File: src/rtl/monochrome_ctrl_if.sv
// ZX-Uno register bus seen by the monochrome controller.
interface monochrome_ctrl_if;
  logic [7:0] zxuno_addr;
  logic       zxuno_regwr;
  logic       zxuno_regrd;
  logic [7:0] din;
  logic [7:0] dout;
  logic       oe_n;

  modport master (output zxuno_addr, zxuno_regwr, zxuno_regrd, din,
                  input  dout, oe_n);
  modport slave  (input  zxuno_addr, zxuno_regwr, zxuno_regrd, din,
                  output dout, oe_n);
endinterface

File: src/rtl/monochrome_ctrl.sv
// Monochrome/tint mode sequencer: CPU and hotkey requests applied at vsync.
// Optional hotkey path enabled by MONOCHROME_HOTKEY_EN.
module monochrome_ctrl #(
  parameter logic [7:0] REGADDR     = 8'h0F,
  parameter logic [5:0] KEY_HOLDOFF = 6'd16
) (
  input  logic               clk,
  input  logic               rst_n,
  monochrome_ctrl_if.slave   bus,
  input  logic               vsync,
  input  logic               key_mono,
  output logic [1:0]         monochrome_selection,
  output logic               pending
);

  typedef enum logic {ST_STABLE, ST_REQUESTED} state_t;

  state_t     r_state, w_state_nxt;
  logic       r_wr_d, r_vs_d;
  logic [1:0] r_req, r_app;
  logic       r_lock;
  logic       w_sel, w_wr, w_vs_rise, w_key_step;
  logic [7:0] w_dout;
  logic       w_oe_n;
  logic       w_unused_din;

  assign w_sel        = (bus.zxuno_addr == REGADDR);
  assign w_wr         = bus.zxuno_regwr & ~r_wr_d & w_sel;
  assign w_vs_rise    = vsync & ~r_vs_d;
  assign w_unused_din = ^bus.din[6:2];

`ifdef MONOCHROME_HOTKEY_EN
  logic       r_key_d;
  logic [5:0] r_hold;

  // A CPU write in the same cycle swallows the hotkey, holdoff untouched.
  assign w_key_step = key_mono & ~r_key_d & ~r_lock & (r_hold == 6'd0) & ~w_wr;

  always_ff @(posedge clk or negedge rst_n) begin
    if (!rst_n) begin
      r_key_d <= 1'b0;
      r_hold  <= 6'd0;
    end else begin
      r_key_d <= key_mono;
      if (w_key_step)
        r_hold <= KEY_HOLDOFF;
      else if (w_vs_rise && r_hold != 6'd0)
        r_hold <= r_hold - 6'd1;
    end
  end
`else
  logic w_unused_key;
  assign w_unused_key = key_mono;
  assign w_key_step   = 1'b0;
`endif

  always_ff @(posedge clk or negedge rst_n) begin
    if (!rst_n) begin
      r_wr_d <= 1'b0;
      r_vs_d <= 1'b0;
      r_req  <= 2'b00;
      r_app  <= 2'b00;
      r_lock <= 1'b0;
    end else begin
      r_wr_d <= bus.zxuno_regwr;
      r_vs_d <= vsync;
      // Boundary samples the pre-write req; a same-cycle write lands next frame.
      if (w_vs_rise)
        r_app <= r_req;
      if (w_wr) begin
        r_req  <= bus.din[1:0];
        r_lock <= bus.din[7];
      end else if (w_key_step) begin
        r_req <= r_req + 2'd1;
      end
    end
  end

  always_ff @(posedge clk or negedge rst_n) begin
    if (!rst_n) r_state <= ST_STABLE;
    else        r_state <= w_state_nxt;
  end

  always_comb begin
    w_state_nxt = r_state;
    case (r_state)
      ST_STABLE:    if (r_req != r_app) w_state_nxt = ST_REQUESTED;
      ST_REQUESTED: if (r_req == r_app) w_state_nxt = ST_STABLE;
      default:      w_state_nxt = ST_STABLE;
    endcase
  end

  always_comb begin
    w_oe_n = 1'b1;
    w_dout = 8'h00;
    if (w_sel && bus.zxuno_regrd) begin
      w_oe_n = 1'b0;
      w_dout = {r_lock, pending, 2'b00, r_app, r_req};
    end
  end

  assign pending              = (r_state == ST_REQUESTED);
  assign monochrome_selection = r_app;
  assign bus.dout             = w_dout;
  assign bus.oe_n             = w_oe_n;

endmodule

File: src/flat_wrapper.sv
// flat-port wrapper written by rule: the top's interface ports become plain ports
module monochrome_ctrl_flat 
#(
  parameter logic [7:0] REGADDR     = 8'h0F,
  parameter logic [5:0] KEY_HOLDOFF = 6'd16
)
  (clk, rst_n, vsync, key_mono, monochrome_selection, pending, bus_zxuno_addr, bus_zxuno_regwr, bus_zxuno_regrd, bus_din, bus_dout, bus_oe_n);
  monochrome_ctrl_if bus_i ();
  input  logic clk;
  input  logic rst_n;
  input  logic vsync;
  input  logic key_mono;
  output logic [1:0] monochrome_selection;
  output logic pending;
  input wire logic [$bits(bus_i.zxuno_addr)-1:0] bus_zxuno_addr;
  input wire logic [$bits(bus_i.zxuno_regwr)-1:0] bus_zxuno_regwr;
  input wire logic [$bits(bus_i.zxuno_regrd)-1:0] bus_zxuno_regrd;
  input wire logic [$bits(bus_i.din)-1:0] bus_din;
  output wire logic [$bits(bus_i.dout)-1:0] bus_dout;
  output wire logic [$bits(bus_i.oe_n)-1:0] bus_oe_n;
  assign bus_i.zxuno_addr = bus_zxuno_addr;
  assign bus_i.zxuno_regwr = bus_zxuno_regwr;
  assign bus_i.zxuno_regrd = bus_zxuno_regrd;
  assign bus_i.din = bus_din;
  assign bus_dout = bus_i.dout;
  assign bus_oe_n = bus_i.oe_n;
  monochrome_ctrl #(.REGADDR(REGADDR), .KEY_HOLDOFF(KEY_HOLDOFF)) u_core (.clk(clk), .rst_n(rst_n), .bus(bus_i), .vsync(vsync), .key_mono(key_mono), .monochrome_selection(monochrome_selection), .pending(pending));
endmodule
File: config.mk
export PLATFORM = sky130hd
export DESIGN_NAME = monochrome_ctrl_flat
export DESIGN_NICKNAME = d
export VERILOG_FILES = /design/src/rtl/monochrome_ctrl_if.sv /design/src/rtl/monochrome_ctrl.sv /design/src/flat_wrapper.sv
export SDC_FILE = /design/constraint.sdc
export NUM_CORES = 1
export LEC_CHECK = 0
export ABC_AREA = 1
export BUFFER_PORTS_ARGS = -buffer_cell sky130_fd_sc_hd__buf_2
export CAP_MARGIN = 20
export CORE_AREA = 3 3 40 42
export CTS_CLUSTER_SIZE = 12
export DETAILED_ROUTE_END_ITERATION = 16
export DIE_AREA = 0 0 43 45
export GPL_TIMING_DRIVEN = 0
export PLACE_DENSITY = 0.8
export SLEW_MARGIN = 25
export SYNTH_ARGS = -nofsm -noshare
export SYNTH_HDL_FRONTEND = slang
export SYNTH_SLANG_ARGS = --single-unit
File: constraint.sdc
create_clock -name clk -period 2.8 [get_ports clk]
set_input_delay 0.14 -clock clk [delete_from_list [all_inputs] [get_ports clk]]
set_output_delay 0.14 -clock clk [all_outputs]
set_load 0.005 [all_outputs]
==> summary.md <==
Among all cell types in the netlist, the one instantiated most often is sky130_fd_sc_hd__nand2_1. Maximum level of the CTS H-tree: 1. The via count of the first global-routing pass was 377. Entering global routing, the biggest net connects 9 pins. The share of final-layout standard cells stronger than drive strength 1 is 0.425, and the proportion of synthesized flip-flops having asynchronous set or reset is 1.00. For this run, design rule violations remaining after detail routing come to 0. At the end of routability-driven placement, the weighted congestion stood at 0.742. TritonCTS built the clock tree. After synthesis the cells add up to 447 um^2. The y dimension of the die was 45 um.

The average via count per standard cell was 4.12. The max-slew violation total from the final report is 0, and the worst path setup slack after routing is 1.76 ns. The leakage power is 0.344 nW. The quantity of I/O buffers inserted on ports works out to 25. Final number of hold-violating endpoints: 0. The cell sitting at the root of the clock tree is a sky130_fd_sc_hd__clkbuf_4. Counting along the longest clock path gives a buffer depth of 2.

The tool flagged a number of max-cap violations equal to 0. The tools report the total number of clock tree sinks as 8. The run gives 420 as the number of vias in the routed layout. Setup repair after global routing left no endpoint under its margin. The buffers plus inverters on the worst setup path was 2. The floorplan step defined a core boundary enclosing 1280 um^2.

The tools report the kind of end point of the critical path as an output port. The start of the worst register-to-register path is u_core.r_wr_d$_DFF_PN0_. The number of detailed-route iterations in the first pass came out at 2.

The largest single stage delay on the critical path is 0.39 ns. The maximum clock frequency is 957 MHz, and the total track usage is 0.102. The first global-routing pass estimated 1430 um of wire. The worst-case IR drop observed on VDD is 0.181 mV. Relative to the synthesized area, the layout overhead comes to 40.3%. Summed over all instances, the cell type with the most area after synthesis is sky130_fd_sc_hd__dfrtp_1. The tools report the launch point of the worst path as u_core.r_req[0]$_DFFE_PN0P_. The run gives 627 um^2 as the final instance area. The synthesized design contains 0 enable-type register cells. The finished layout holds 102 standard cells, fillers aside.

The largest individual stage delay along the critical path comes from the cell sky130_fd_sc_hd__dfrtp_1. For the number of DRC markers after the initial detailed-route iteration, the log shows 4. The count of placed standard cells including taps came out at 98. Across all hold checks on the routed design, the worst slack comes to 0.0129 ns.

In this run, distinct cell masters in the synthesized netlist total 13. The tools report the total congestion overflow as 0. The detailed-route wire length per cell is 8.88 um. Along the worst path, the maximum fanout reaches 3.

Synthesis produced a netlist whose cell count is 57. The run gives 34 as the top-level port count. The logs give 0.348 for the initial core utilization and 770 um for the HPWL after detailed placement. For the final database, setup skew stands at 0.00517 ns. Setup violations remaining at the end of the flow were counted as 0. Wires add up to 906 um. After synthesis, the most frequently instantiated cells are sky130_fd_sc_hd__nand2_1, sky130_fd_sc_hd__inv_1, sky130_fd_sc_hd__dfrtp_1.

At the later pin of the worst-skew pair, clock insertion delay measures 0.25 ns. The share of Yosys cell area claimed by the top area cell type was 0.448; the power density relative to cell area was 389 nW/um^2. During synthesis, Yosys emitted a total of 0 warnings.

After layout, the design draws a total of 0.244 mW. The cell family contributing the most delay on the critical path was flip-flops. The total CTS buffers was 3; the instance area at placement was 594 um^2.

The time the final worst path needs with I/O delays and setup was 1.04 ns. The worst hold path belongs to the class primary input to register. For the worst setup path, the data required time is 2.66 ns. The startpoint identified for the worst hold timing path is vsync.

The register area share after synthesis was 0.448; the post-synthesis average cell area was 7.84 um^2. By area the synthesized netlist is led by sky130_fd_sc_hd__dfrtp_1, sky130_fd_sc_hd__nand2_1, sky130_fd_sc_hd__inv_1. The signal on the critical path passes through inv_1, nor2_1, buf_2. Data arrives at the worst endpoint at 0.90 ns. The initial antenna violation count is 0. The register bit total from synthesis was 8; the die extent in x was 43 um. The tools report the antenna diode count as 0. The tools report the number of nets with antenna violations after detailed routing as 0.

The most frequently used flop master after synthesis is sky130_fd_sc_hd__dfrtp_1. The portion of the clock cycle consumed by the worst path in the final layout was 0.373. Placement row count: 13. The run finished with clean final reports. Summed over all failing endpoints, the final setup total negative slack is 0 ns. OpenSTA, run right after detailed placement, puts the worst setup slack at 1.74 ns.

The type of origin of the critical path is a register. The CTS clock-pin slew for the worst setup and hold paths came out at 0.06 ns. The die covers 1940 um^2. The critical path is of the register to output port type. For the post-layout utilization of the core, the log shows 0.488. After the last flow step, the layout net total stands at 111.
==> worst reg2reg max path: cells and delay by family (launching register included) <==
family,cells,cell delay [ns]
and+or+nand+nor,4,0.49
DFF,1,0.36
==> path summary, 6_finish.rpt <==
kind | end | slack, ns | depth (start not counted)
min reg2reg | u_core.r_lock$_DFFE_PN0P_ | 0.50 | 2
min | u_core.r_vs_d$_DFF_PN0_ | 0.01 | 1
min in group asynchronous | u_core.r_req[1]$_DFFE_PN0P_ | 0.26 | 2
max reg2reg | u_core.r_lock$_DFFE_PN0P_ | 1.84 | 4
max in group asynchronous | u_core.r_wr_d$_DFF_PN0_ | 2.38 | 2
max | bus_dout[0] | 1.76 | 3
==> logic make-up after synthesis <==
group / Yosys count / synth area share
other: 1 / 0.00840
DFF: 8 / 0.448
buffers and inverters: 14 / 0.134
and+or+nand+nor: 32 / 0.387
AOI/OAI and AO/OA: 2 / 0.0224
==> registers in the layout, indices dropped and copies added, names as in the netlist <==
register and cells:
u_core.monochrome_selection 2, u_core.pending 1, u_core.r_vs_d 1, u_core.r_lock 1, u_core.r_req 2, u_core.r_wr_d 1
==> layer usage <==
metal,wire [um],vias to the layer above,GRT usage
li1,-,228,-
met1,393,170,0.116
met2,397,22,0.159
met3,116,0,0.0518
met4,0,0,0.0542
met5,0,-,0
==> cells in the final DEF (no fill, tap or decap) <==
cell,count
sky130_fd_sc_hd__dlygate4sd3_1,1
sky130_fd_sc_hd__nor2_1,5
sky130_fd_sc_hd__nand2_2,1
sky130_fd_sc_hd__nand4_1,4
sky130_fd_sc_hd__buf_4,2
sky130_fd_sc_hd__conb_1,2
sky130_fd_sc_hd__nand2_1,16
sky130_fd_sc_hd__nor2_2,2
sky130_fd_sc_hd__o21ai_0,2
sky130_fd_sc_hd__dfrtp_1,8
sky130_fd_sc_hd__nand3_4,1
sky130_fd_sc_hd__buf_2,25
sky130_fd_sc_hd__nand3_2,1
sky130_fd_sc_hd__inv_1,12
sky130_fd_sc_hd__clkbuf_4,3
sky130_fd_sc_hd__nor2_4,2
==> report_power, final <==
part	total (mW)	internal, mW	switching, mW	leakage [nW]
clock network	0.0863	0.0489	0.0374	0.0138
logic	0.0338	0.0164	0.0174	0.224
registers	0.124	0.121	0.00286	0.106
==> final cells by class <==
| cell class | instances | area [um^2] |
|---|---|---|
| Buffer | 2 | 15.0 |
| Clock buffer | 3 | 22.5 |
| Fill cell | 142 | 658 |
| Inverter | 12 | 45.0 |
| Multi-Input combinational cell | 36 | 190 |
| Sequential cell | 8 | 200 |
| Tap cell | 15 | 18.8 |
| Timing Repair Buffer | 26 | 135 |
==> repair_timing <==
action,CTS,global route
gates resized for setup,0,0
hold buffers,1,0
endpoints found under the hold margin,8,0
buffers inserted,0,0
No activity file was read; power rests on OpenSTA's default activity.
